--- config.mk ---
export PLATFORM = sky130hd
export DESIGN_NAME = axi2ahb_rdata_buf
export DESIGN_NICKNAME = d
export VERILOG_FILES = /design/src/rtl/axi2ahb_rdata_buf.sv
export SDC_FILE = /design/constraint.sdc
export NUM_CORES = 1
export LEC_CHECK = 0
export ABC_CLOCK_PERIOD_IN_PS = 4500
export BUFFER_PORTS_ARGS = -buffer_cell sky130_fd_sc_hd__buf_2
export CORE_UTILIZATION = 60
export DETAILED_ROUTE_END_ITERATION = 8
export PLACE_DENSITY = 0.87
export SYNTH_ARGS = -nofsm -noshare
export SYNTH_HDL_FRONTEND = slang
export SYNTH_SLANG_ARGS = --single-unit
export TNS_END_PERCENT = 30
--- constraint.sdc ---
create_clock -name ACLK -period 4.5 [get_ports ACLK]
set_input_delay 0.675 -clock ACLK [delete_from_list [all_inputs] [get_ports ACLK]]
set_output_delay 0.675 -clock ACLK [all_outputs]
set_load 0.02 [all_outputs]
--- src/rtl/axi2ahb_rdata_buf.sv ---
// AXI R-channel return buffer for the AXI-to-AHB bridge: AHB read beats are tagged with ID/RLAST from a command queue.
// Optional build macro AXI2AHB_RDATA_ERR_EN: when defined, beats captured with HRESP high return SLVERR.
module axi2ahb_rdata_buf #(
  parameter int AXI_ID_WIDTH   = 1,
  parameter int AXI_DATA_WIDTH = 32,
  parameter int FIFO_DEPTH     = 4,
  parameter int CMD_DEPTH      = 2
) (
  input  logic                      ACLK,
  input  logic                      ARESETN,
  output logic [AXI_ID_WIDTH-1:0]   RID,
  output logic [AXI_DATA_WIDTH-1:0] RDATA,
  output logic [1:0]                RRESP,
  output logic                      RLAST,
  output logic                      RVALID,
  input  logic                      RREADY,
  input  logic [AXI_DATA_WIDTH-1:0] HRDATA,
  input  logic                      HREADY,
  input  logic                      HRESP,
  input  logic                      ahb_rd_phase,
  input  logic                      cmd_valid,
  output logic                      cmd_ready,
  input  logic [AXI_ID_WIDTH-1:0]   cmd_id,
  input  logic [7:0]                cmd_len,
  output logic                      rdata_space,
  output logic                      ovf_err
);

  localparam int FPW = $clog2(FIFO_DEPTH);
  localparam int FCW = FPW + 1;
  localparam int CPW = (CMD_DEPTH > 1) ? $clog2(CMD_DEPTH) : 1;
  localparam int CCW = $clog2(CMD_DEPTH + 1);

  typedef struct packed {
    logic [AXI_ID_WIDTH-1:0] id;
    logic [7:0]              len;
  } cmd_t;

  typedef struct packed {
    logic [AXI_DATA_WIDTH-1:0] data;
    logic                      err;
    logic                      last;
    logic [AXI_ID_WIDTH-1:0]   id;
  } beat_t;

  function automatic logic [CPW-1:0] cmd_ptr_inc(input logic [CPW-1:0] p);
    return (p == CPW'(CMD_DEPTH - 1)) ? '0 : p + CPW'(1);
  endfunction

  cmd_t  cmd_mem_q  [CMD_DEPTH];
  beat_t fifo_mem_q [FIFO_DEPTH];

  logic [CPW-1:0] cmd_wr_ptr_q, cmd_wr_ptr_d, cmd_rd_ptr_q, cmd_rd_ptr_d;
  logic [CCW-1:0] cmd_cnt_q, cmd_cnt_d;
  logic [FPW-1:0] fifo_wr_ptr_q, fifo_wr_ptr_d, fifo_rd_ptr_q, fifo_rd_ptr_d;
  logic [FCW-1:0] fifo_cnt_q, fifo_cnt_d;
  logic [7:0]     beat_cnt_q, beat_cnt_d;
  logic           ovf_err_q, ovf_err_d;

  logic  capture, cmd_empty, fifo_full, beat_push, beat_drop, beat_pop;
  logic  beat_last, cmd_push, cmd_pop, cap_err;
  cmd_t  head_cmd;
  beat_t new_beat, out_beat;

`ifdef AXI2AHB_RDATA_ERR_EN
  assign cap_err = HRESP;
`else
  logic unused_hresp;
  assign unused_hresp = HRESP;
  assign cap_err      = 1'b0;
`endif

  // Full/empty come from registered counts, so a same-cycle pop never makes room for a push.
  assign capture   = ahb_rd_phase && HREADY;
  assign cmd_empty = (cmd_cnt_q == '0);
  assign fifo_full = (fifo_cnt_q == FCW'(FIFO_DEPTH));
  assign beat_push = capture && !fifo_full && !cmd_empty;
  assign beat_drop = capture && (fifo_full || cmd_empty);
  assign beat_pop  = RVALID && RREADY;

  assign head_cmd  = cmd_mem_q[cmd_rd_ptr_q];
  assign beat_last = (beat_cnt_q == head_cmd.len);
  assign cmd_push  = cmd_valid && cmd_ready;
  assign cmd_pop   = beat_push && beat_last;

  assign new_beat = '{data: HRDATA, err: cap_err, last: beat_last, id: head_cmd.id};

  // NOTE: every always_comb output gets its hold value first, so no path leaves it unassigned and no latch is inferred.
  always_comb begin
    cmd_wr_ptr_d  = cmd_wr_ptr_q;
    cmd_rd_ptr_d  = cmd_rd_ptr_q;
    cmd_cnt_d     = cmd_cnt_q;
    fifo_wr_ptr_d = fifo_wr_ptr_q;
    fifo_rd_ptr_d = fifo_rd_ptr_q;
    fifo_cnt_d    = fifo_cnt_q;
    beat_cnt_d    = beat_cnt_q;
    ovf_err_d     = ovf_err_q | beat_drop;

    if (cmd_push) cmd_wr_ptr_d = cmd_ptr_inc(cmd_wr_ptr_q);
    if (cmd_pop)  cmd_rd_ptr_d = cmd_ptr_inc(cmd_rd_ptr_q);
    case ({cmd_push, cmd_pop})
      2'b10:   cmd_cnt_d = cmd_cnt_q + CCW'(1);
      2'b01:   cmd_cnt_d = cmd_cnt_q - CCW'(1);
      default: cmd_cnt_d = cmd_cnt_q;
    endcase

    if (beat_push) begin
      fifo_wr_ptr_d = fifo_wr_ptr_q + FPW'(1);
      beat_cnt_d    = beat_last ? 8'd0 : beat_cnt_q + 8'd1;
    end
    if (beat_pop) fifo_rd_ptr_d = fifo_rd_ptr_q + FPW'(1);
    case ({beat_push, beat_pop})
      2'b10:   fifo_cnt_d = fifo_cnt_q + FCW'(1);
      2'b01:   fifo_cnt_d = fifo_cnt_q - FCW'(1);
      default: fifo_cnt_d = fifo_cnt_q;
    endcase
  end

  // NOTE: sequential state uses non-blocking assignments so every flop samples pre-edge values.
  always_ff @(posedge ACLK or negedge ARESETN) begin
    if (!ARESETN) begin
      cmd_wr_ptr_q  <= '0;
      cmd_rd_ptr_q  <= '0;
      cmd_cnt_q     <= '0;
      fifo_wr_ptr_q <= '0;
      fifo_rd_ptr_q <= '0;
      fifo_cnt_q    <= '0;
      beat_cnt_q    <= '0;
      ovf_err_q     <= 1'b0;
    end else begin
      cmd_wr_ptr_q  <= cmd_wr_ptr_d;
      cmd_rd_ptr_q  <= cmd_rd_ptr_d;
      cmd_cnt_q     <= cmd_cnt_d;
      fifo_wr_ptr_q <= fifo_wr_ptr_d;
      fifo_rd_ptr_q <= fifo_rd_ptr_d;
      fifo_cnt_q    <= fifo_cnt_d;
      beat_cnt_q    <= beat_cnt_d;
      ovf_err_q     <= ovf_err_d;
    end
  end

  // NOTE: storage arrays are not reset; the counts alone decide which entries are valid.
  always_ff @(posedge ACLK) begin
    if (cmd_push)  cmd_mem_q[cmd_wr_ptr_q]   <= '{id: cmd_id, len: cmd_len};
    if (beat_push) fifo_mem_q[fifo_wr_ptr_q] <= new_beat;
  end

  assign RVALID   = (fifo_cnt_q != '0);
  assign out_beat = RVALID ? fifo_mem_q[fifo_rd_ptr_q] : '0;
  assign RID      = out_beat.id;
  assign RDATA    = out_beat.data;
  assign RLAST    = out_beat.last;
  assign RRESP    = {out_beat.err, 1'b0};

  assign cmd_ready   = (cmd_cnt_q != CCW'(CMD_DEPTH));
  assign rdata_space = (fifo_cnt_q <= FCW'(FIFO_DEPTH - 2));
  assign ovf_err     = ovf_err_q;

endmodule
==> results of run 1 <==
==> final timing paths <==
path | end | start | cells after the start
worst min-delay path | cmd_cnt_q[0] | ARESETN | 1
worst max register to register | cmd_cnt_q[1] | cmd_rd_ptr_q | 8
min in group ACLK | cmd_mem_q[1][1] | cmd_len[1] | 1
worst max-delay path | RDATA[29] | fifo_rd_ptr_q[0] | 4
max in group asynchronous | fifo_rd_ptr_q[1] | ARESETN | 1
worst min register to register | ovf_err | ovf_err | 1
==> registers in the layout (all words and copies together), names as in the netlist, 2 cells and up <==
register and cells:
cmd_mem_q 18, fifo_wr_ptr_q 2, beat_cnt_q 8, fifo_mem_q 136, cmd_cnt_q 2, fifo_rd_ptr_q 2, fifo_cnt_q 3
==> power by group <==
part	total, mW	internal, mW	switching (mW)	leakage [nW]
sequential	2.24	2.00	0.233	1.62
combinational	1.60	0.734	0.867	0.996
clock	1.41	0.816	0.594	0.278
==> metrics by stage <==
stage               instance area [um2]  hold WS, ps
global route                       8080          212
global placement                   7500          456
finish                             8080          201
CTS                                8080          193
detailed placement                 7500          460
floorplan                          6970          379
==> worst max-delay path, delay by kind of cell, from the launching register on <==
kind	cells	cell delay, ps
DFF	1	810
buffers and inverters	2	610
muxes	1	560
and+or+nand+nor	1	180
==> routing by layer <==
metal,global-route usage,wire (um),vias up
li1,-,-,1592
met5,0,0,-
met1,0.296,5110,1759
met3,0.0646,727,31
met4,0.128,384,0
met2,0.375,6410,144
==> cell families after synthesis <==
family | Yosys count | synth area share
other | 1 | 0.000538
buffers and inverters | 26 | 0.0167
flip-flops | 174 | 0.736
AND/OR/NAND/NOR | 75 | 0.0625
multiplexers | 44 | 0.124
adder cells (fa/ha/maj) | 8 | 0.0154
XOR/XNOR | 19 | 0.0239
AO/OA/AOI/OAI | 20 | 0.0207
==> area by class of cell <==
cell class | instances | area, um2
antenna | 1 | 2.50
multi-input combinational | 168 | 1730
fill | 644 | 3000
sequential | 174 | 5130
tap | 140 | 175
timing repair buffer | 86 | 435
inverter | 9 | 33.8
clock buffer | 18 | 429
clock inverter | 14 | 143
==> cells in the final DEF (no fill, tap or decap), drive strengths merged, types with 9 or more instances in the layout <==
cell type  netlist  final
mux4            34     34
inv              9     11
edfxtp         154    154
dfrtp           20     20
mux2i            9      9
nand2           12     12
buf              6     86
and2            40     40
clkbuf          11     18
xnor2           15     15
==> flow_metrics.py, run 1 <==
metrics = {
    "status": {
        "outcome": "complete, no violations",
    },
    "min_path": {
        "hold_class": "in2async",
    },
    "sta": {
        "rsz0062_at_grt": "no",
        "drv_slew": 0,
        "timing.slew.headroom": 0.236,
        "worst_slew_pin_slew_ps": 1150,
        "fin_crit_ps": 3270,
        "finalHoldViolations": 0,
        "period_share": 0.727,
        "fin_ws_ps": 1230,
        "clock_skew_ps": 4.45,
        "fmax_mhz": 306,
        "setup_viol": 0,
        "setup-tns-final_ps": 0,
    },
    "floorplan": {
        "pin_count": 88,
        "initial_core_util": 0.629,
        "rows": 38,
        "die_area_mm2": 0.0120,
        "die_h_um": 110,
        "die_w_um": 110,
        "core-area_mm2": 0.0111,
    },
    "synth": {
        "synth-seq-area-share": 0.736,
        "ys_async_sr_fraction": 0.115,
        "synthTopCellsByCount": "edfxtp_1 (154), and2_1 (40), mux4_2 (34)",
        "synth_area_per_cell_um2": 19.0,
        "ys_ff_latch": 174,
        "synth_top_area_frac": 0.664,
        "synth_top_cell_by_area": "edfxtp_1",
        "synthCells": 367,
        "synth_area_leaders": "edfxtp_1 (66%), mux4_2 (11%), dfrtp_1 (7.2%)",
        "synth-main-ff-cell": "edfxtp_1",
        "yosys_warnings": 0,
        "syn_area_mm2": 0.00697,
        "synth_edf_count": 154,
        "post-synth-top-count-cell": "edfxtp_1",
        "synth_cell_types": 37,
    },
    "pwr": {
        "p_per_area_mw_per_mm2": 650,
        "p_total_mw": 5.25,
        "leakage_nw": 2.89,
        "irDropWorstVdd_mv": 0.437,
    },
    "worst_setup_path": {
        "reg2reg_slack_ps": 1690,
        "worstPathRequired_ps": 3830,
        "worst_setup_path_start_kind": "flop",
        "worst_ep_arrival_time_ps": 2590,
        "worst_path_max_delay_cell": "dfrtp_2",
        "slowest_delay_ps": 810,
        "worstPathCellList": "buf_4 -> mux4_2 -> and2_1 -> buf_2",
        "crit_type": "reg2out",
        "end_kind": "output port",
        "crit_path_max_fanout": 20,
    },
    "routing": {
        "routedWlPerCell_um": 20.7,
        "drtIter0Drc": 187,
        "drc": 0,
        "routed_wirelength_um": 12600,
        "vias": 3526,
        "dr.pass1.iters": 5,
        "vias_per_cell": 5.78,
        "ant_nets": 0,
    },
    "place": {
        "hpwl_um": 7230,
        "pre_cts_ws_ps": 1610,
        "io_buffers": 84,
        "gp_congestion": 0.735,
        "dp.cells": 577,
    },
    "global_route": {
        "grt_overflow": 0,
        "antenna_found_initial": 0,
        "grt_first_pass_wirelength_um": 19500,
        "grt.total_usage": 0.235,
        "first_global_vias": 3651,
        "grt_max_degree": 37,
    },
    "layout": {
        "finish.utilization": 0.729,
        "area_growth_pct": 16.0,
        "stdcell_count": 610,
        "final_nets": 512,
        "drive_gt1_frac": 0.350,
    },
    "clock_network": {
        "cts_buffers": 17,
        "clockRootBuffer": "clkbuf_16",
        "cts_resized": 0,
        "insertion_delay_ps": 420,
        "clkSinkCount": 174,
        "cts_tree": "yes",
        "clk_transition_reported_paths_ps": 60,
        "hold_buffers": 0,
        "htree_levels": 4,
        "clock_path_buffers": 2,
        "postCtsSetupBuffers": 0,
    },
    "flow_run": {
        "maxCapViolations": 0,
    },
}
No activity file was read; power rests on OpenSTA's default activity.
==> run 2: changes to the inputs <==
ABC_CLOCK_PERIOD_IN_PS = 3300   (was 4500)
CORE_UTILIZATION = 57   (was 60)
PLACE_DENSITY = 0.84   (was 0.87)
clock period = 3.3 ns   (was 4.5 ns; I/O delays follow)
==> run 2 against run 1 <==
Net effect: clock-buffer cell count rose by 1; die area rose by 5.2%; non-clock buffer count is 10 higher; cell area up 2.1%; sequential power up 34%; utilization shrank 4.0 points; routed wire length decreased by 2.2%; register-to-register slack got worse by 790 ps; first-iteration DRC count increased by 38%.
==> flow_metrics.py, run 2 (synthesis gave the netlist of run 1 again) <==
metrics = {
    "global_route": {
        "grt_first_pass_wirelength_um": 19400,
        "first_global_vias": 3642,
        "grt_overflow": 0,
        "grt.total_usage": 0.215,
        "antenna_found_initial": 1,
        "grt_max_degree": 36,
    },
    "sta": {
        "fin_crit_ps": 2700,
        "setup_viol": 0,
        "timing.slew.headroom": 0.402,
        "clock_skew_ps": 10.3,
        "rsz0062_at_grt": "no",
        "fmax_mhz": 370,
        "holdWs_ps": 30.6,
        "worst_slew_pin_slew_ps": 898,
        "period_share": 0.819,
        "setup-tns-final_ps": 0,
        "fin_ws_ps": 597,
        "finalHoldViolations": 0,
        "drv_slew": 0,
    },
    "layout": {
        "top_regs": "fifo_mem_q: 136 flops, cmd_mem_q: 18 flops, beat_cnt_q: 8 flops",
        "top_register": "fifo_mem_q",
        "drive_gt1_frac": 0.363,
        "layout_common_cells": "edfxtp_1 (154), buf_2 (84), and2_1 (36)",
        "fill_cells": 747,
        "largest_register_ffs": 136,
        "area_growth_pct": 18.4,
        "final_nets": 522,
        "finish.utilization": 0.690,
        "final_common_cell": "edfxtp_1",
        "stdcell_area_mm2": 0.00825,
    },
    "clock_network": {
        "hold_buffers": 0,
        "clock_path_buffers": 2,
        "postCtsSetupBuffers": 0,
        "cts_resized": 0,
        "cts_buffers": 17,
        "clkSinkCount": 174,
        "htree_levels": 4,
        "clk_transition_reported_paths_ps": 60,
        "insertion_delay_ps": 430,
        "cts_tree": "yes",
        "clockRootBuffer": "clkbuf_16",
    },
    "pwr": {
        "leakage_nw": 2.98,
        "irDropWorstVdd_mv": 0.451,
        "p_per_area_mw_per_mm2": 900,
    },
    "floorplan": {
        "pin_count": 88,
        "die_w_um": 113,
        "rows": 40,
        "die_area_mm2": 0.0127,
        "initial_core_util": 0.582,
        "die_h_um": 113,
        "core-area_mm2": 0.0120,
    },
    "worst_setup_path": {
        "worst_ep_arrival_time_ps": 2210,
        "end_kind": "output port",
        "worstPathRequired_ps": 2800,
        "worst_setup_path_start_kind": "flop",
        "crit_type": "reg2out",
        "crit_path_max_fanout": 11,
    },
    "routing": {
        "top_layer_used": "met4",
        "routed_wirelength_um": 12400,
        "wl_met1_um": 5000,
        "routedWlPerCell_um": 19.7,
        "drtIter0Drc": 258,
        "drc": 0,
        "dr.pass1.iters": 4,
        "vias": 3556,
        "vias_per_cell": 5.67,
        "ant_nets": 0,
        "dr_wl_met3_um": 605,
        "wl_met2_um": 6560,
    },
    "place": {
        "gp_congestion": 0.833,
        "placed_area_mm2": 0.00760,
        "io_buffers": 84,
        "hpwl_um": 7660,
        "pre_cts_ws_ps": 886,
    },
    "status": {
        "outcome": "complete, no violations",
    },
    "min_path": {
        "hold_class": "in2async",
    },
    "flow_run": {
        "maxCapViolations": 0,
    },
}
## run 2: changes by cell type in the layout (fill, tap and decap cells not counted), sizes merged
cell	previous run	this run
buf	86	96
clkinv	8	2
bufinv	2	5
clkbuf	18	19
clkinvlp	2	3
inv	11	12
## run 2: final timing paths
kind / slack [ps] / endpoint / cells after the start / from
max in group asynchronous: 2890 / fifo_rd_ptr_q[1] / 1 / ARESETN
min in group ACLK: 260 / cmd_mem_q[0][3] / 1 / cmd_len[3]
setup / recovery: 600 / RID / 4 / fifo_rd_ptr_q[0]
hold / removal: 30 / beat_cnt_q[3] / 1 / ARESETN
setup reg to reg: 900 / fifo_cnt_q[2] / 10 / fifo_cnt_q[0]
hold reg to reg: 490 / ovf_err / 1 / ovf_err
## run 2: final cells by class
class | instances | area (um2) | area share
flip-flops and latches | 174 | 5130 | 0.622
multi-input cells | 168 | 1730 | 0.210
repair buffers | 96 | 523 | 0.0634
clock buffers | 19 | 433 | 0.0525
clock inverters | 13 | 211 | 0.0256
well taps | 147 | 184 | 0.0223
inverters | 9 | 33.8 | 0.00410
diodes | 1 | 2.50 | 0.000303
## run 2: report_power, final
group          total, mW  internal, mW  switching (mW)
logic               2.26          1.05            1.21
registers           3.01          2.73           0.278
clock network       2.15          1.35           0.806
## run 2: per-layer routing
metal  vias up  global-route usage
met3        14              0.0535
met5         -                   0
met1      1819               0.269
met4         0              0.0844
li1       1612                   -
met2       111               0.363
## run 2: critical path, cell delays in order, from the launching register on
cell	delay, ps
dfrtp_2	590
buf_4	300
mux4_2	550
and2_1	180
buf_2	160
## run 2: metrics by stage
stage | std cells | power [mW]
after floorplan | 368 | 4.61
after global placement | 594 | 5.23
after detailed placement | 594 | 5.32
after CTS | 626 | 7.49
after global routing | 626 | 7.78
final | 627 | 7.42
==> run 3: changes to the inputs <==
ABC_AREA = 1   (was not set)
ABC_CLOCK_PERIOD_IN_PS = 2200   (was 3300)
CORE_UTILIZATION = 52   (was 57)
PLACE_DENSITY = 0.8   (was 0.84)
clock period = 2.2 ns   (was 3.3 ns; I/O delays follow)
==> run 3 against run 2 <==
Net effect: global-route usage increased by 0.74 points; worst hold slack improved by 63 ps; first-iteration DRC count increased by 88%; flip-flop and latch count unchanged; sequential share of layout area decreased by 3.1 points; area after synthesis increased by 3.5%; clock-buffer cell count increased by 1; sequential power increased by 46%.
==> flow_metrics.py, run 3 <==
metrics = {
    "status": {
        "outcome": "complete, no violations",
    },
    "sta": {
        "fin_ws_ps": 41.8,
        "setup-tns-final_ps": 0,
        "fmax_mhz": 463,
        "finalHoldViolations": 0,
        "setup_viol": 0,
        "clock_skew_ps": 10.5,
        "period_share": 0.981,
        "fin_crit_ps": 2160,
        "drv_slew": 0,
        "rsz0062_at_grt": "yes",
    },
    "clock_network": {
        "cts_buffers": 17,
        "clock_path_buffers": 2,
        "htree_levels": 4,
        "clockRootBuffer": "clkbuf_16",
        "clk_transition_reported_paths_ps": 60,
        "clkSinkCount": 174,
        "cts_tree": "yes",
        "insertion_delay_ps": 430,
    },
    "worst_setup_path": {
        "worst_path_max_delay_cell": "dfrtp_4",
        "crit_type": "reg2out",
        "path_common_cell": "nor2_1",
        "end_kind": "output port",
        "crit_buf_inv": 2,
        "worst_ep_arrival_time_ps": 1830,
        "crit_path_max_fanout": 12,
        "worstPathRequired_ps": 1870,
        "worstPathCellList": "buf_6 -> nor2_1 -> nor2_1 -> o21ai_0 -> a21oi_1 -> buf_2",
        "slowest_delay_ps": 520,
        "crit_family": "flip-flops",
        "reg2reg_slack_ps": 220,
        "worst_setup_path_start_kind": "flop",
    },
    "layout": {
        "finish.utilization": 0.648,
        "drive_gt1_frac": 0.211,
        "top_regs": "fifo_mem_q: 136 flops, cmd_mem_q: 18 flops, beat_cnt_q: 8 flops",
        "final_nets": 792,
        "n_antenna_cell": 0,
        "fill_cells": 995,
        "top_register": "fifo_mem_q",
        "layout_common_cells": "edfxtp_1 (154), nor2_1 (146), nand2_1 (80), buf_2 (80), o21ai_0 (70)",
        "area_growth_pct": 20.3,
        "largest_register_ffs": 136,
        "final_common_cell": "edfxtp_1",
    },
    "global_route": {
        "grt_first_pass_wirelength_um": 23900,
        "grt.total_usage": 0.222,
        "first_global_vias": 5055,
        "grt_max_degree": 35,
        "grt_overflow": 0,
        "antenna_found_initial": 1,
    },
    "synth": {
        "syn_area_mm2": 0.00721,
        "ys_ff_latch": 174,
        "synth-main-ff-cell": "edfxtp_1",
        "synth_area_leaders": "edfxtp_1 (64%), nor2_1 (7.8%), dfrtp_1 (6.9%)",
        "synthTopCellsByCount": "edfxtp_1 (154), nor2_1 (150), nand2_1 (80)",
        "yosys_warnings": 0,
        "synth_area_per_cell_um2": 11.4,
        "post-synth-top-count-cell": "edfxtp_1",
        "synth_edf_count": 154,
        "synth_top_area_frac": 0.641,
        "synth_top_cell_by_area": "edfxtp_1",
        "synth-seq-area-share": 0.711,
        "ys_async_sr_fraction": 0.115,
        "synthCells": 630,
        "synth_cell_types": 24,
    },
    "floorplan": {
        "initial_core_util": 0.538,
        "die_w_um": 120,
        "pin_count": 88,
        "core-area_mm2": 0.0134,
        "die_h_um": 120,
        "die_area_mm2": 0.0143,
        "rows": 42,
    },
    "flow_run": {
        "maxCapViolations": 0,
    },
    "pwr": {
        "p_per_area_mw_per_mm2": 1400,
        "leakage_nw": 3.43,
        "irDropWorstVdd_mv": 0.584,
    },
    "routing": {
        "ant_nets": 0,
        "vias": 4918,
        "dr.pass1.iters": 5,
        "drc": 0,
        "vias_per_cell": 5.32,
        "routed_wirelength_um": 15000,
        "routedWlPerCell_um": 16.3,
        "drtIter0Drc": 484,
    },
    "place": {
        "io_buffers": 84,
        "pre_cts_ws_ps": 235,
        "gp_congestion": 0.845,
        "hpwl_um": 9170,
    },
    "min_path": {
        "hold_class": "in2reg",
    },
}
[run 3: cells by family (layout without fill, tap and decap cells)]
family          Yosys count  in the layout  share of synthesized area
simple gates            254            254                      0.144
flops                   174            174                      0.711
other cells               1              2                   0.000520
buf+inv                  73            190                     0.0422
fa+ha+maj                 8              8                     0.0149
compound gates          111            111                     0.0770
xor+xnor                  9              9                     0.0109
[run 3: per-stage QoR]
stage	std cells	total power, mW	area [um2]	hold WS (ps)
after floorplan	631	7.38	7220	34.4
after global placement	888	8.75	7990	305
after detailed placement	888	8.94	7990	319
after CTS	921	11.9	8600	71.2
after global routing	924	12.8	8680	80.2
final	924	12.1	8680	93.3
[run 3: path summary, 6_finish.rpt]
kind                            cells after the start             start               end
worst max-delay path                                6  fifo_rd_ptr_q[0]          RDATA[7]
worst min-delay path                                1        cmd_len[0]   cmd_mem_q[1][0]
worst max register to register                      9     fifo_cnt_q[1]     fifo_cnt_q[2]
worst min register to register                      1           ovf_err           ovf_err
max in group asynchronous                           2           ARESETN  fifo_rd_ptr_q[0]
min in group asynchronous                           2           ARESETN      cmd_wr_ptr_q
[run 3: layer usage]
metal  wire length [um]  global-route usage  part of all wire  vias up
met1               5890               0.251              0.39     2363
met5                  8                   0           0.00053        -
met2               7740               0.391              0.52      184
li1                   -                   -                 -     2338
met3               1030              0.0599             0.069       31
met4                343               0.100             0.023        2
[run 3: area by class of cell]
cell class	instances	area, um2	area share
timing repair buffer	115	764	0.0881
clock inverter	11	144	0.0166
tap	176	220	0.0254
clock buffer	20	437	0.0503
multi-input combinational	384	1820	0.209
inverter	44	168	0.0193
sequential	174	5130	0.591
[run 3: worst reg2reg max path, cell delays in order, from the launching register on]
cell and delay, ps:
dfrtp_1 410, nor2_1 160, nand2_1 150, nand3_4 110, ha_1 150, inv_1 70, fa_1 380, a21oi_1 160
o21ai_0 120, xor2_1 160
[run 3: where the power goes]
group	total, mW	switching (mW)	internal, mW
sequential	4.40	0.278	4.13
combinational	4.76	3.09	1.66
clock	2.95	1.18	1.77
[run 3: repair_timing]
action | CTS | global route
resized for setup | 2 | 20
pin swaps | 0 | 1
hold endpoints to repair | 20 | 0
setup buffers | 1 | 3
gates cloned | 0 | 0
hold buffers | 1 | 0
endpoints found under the setup margin | 34 | 32
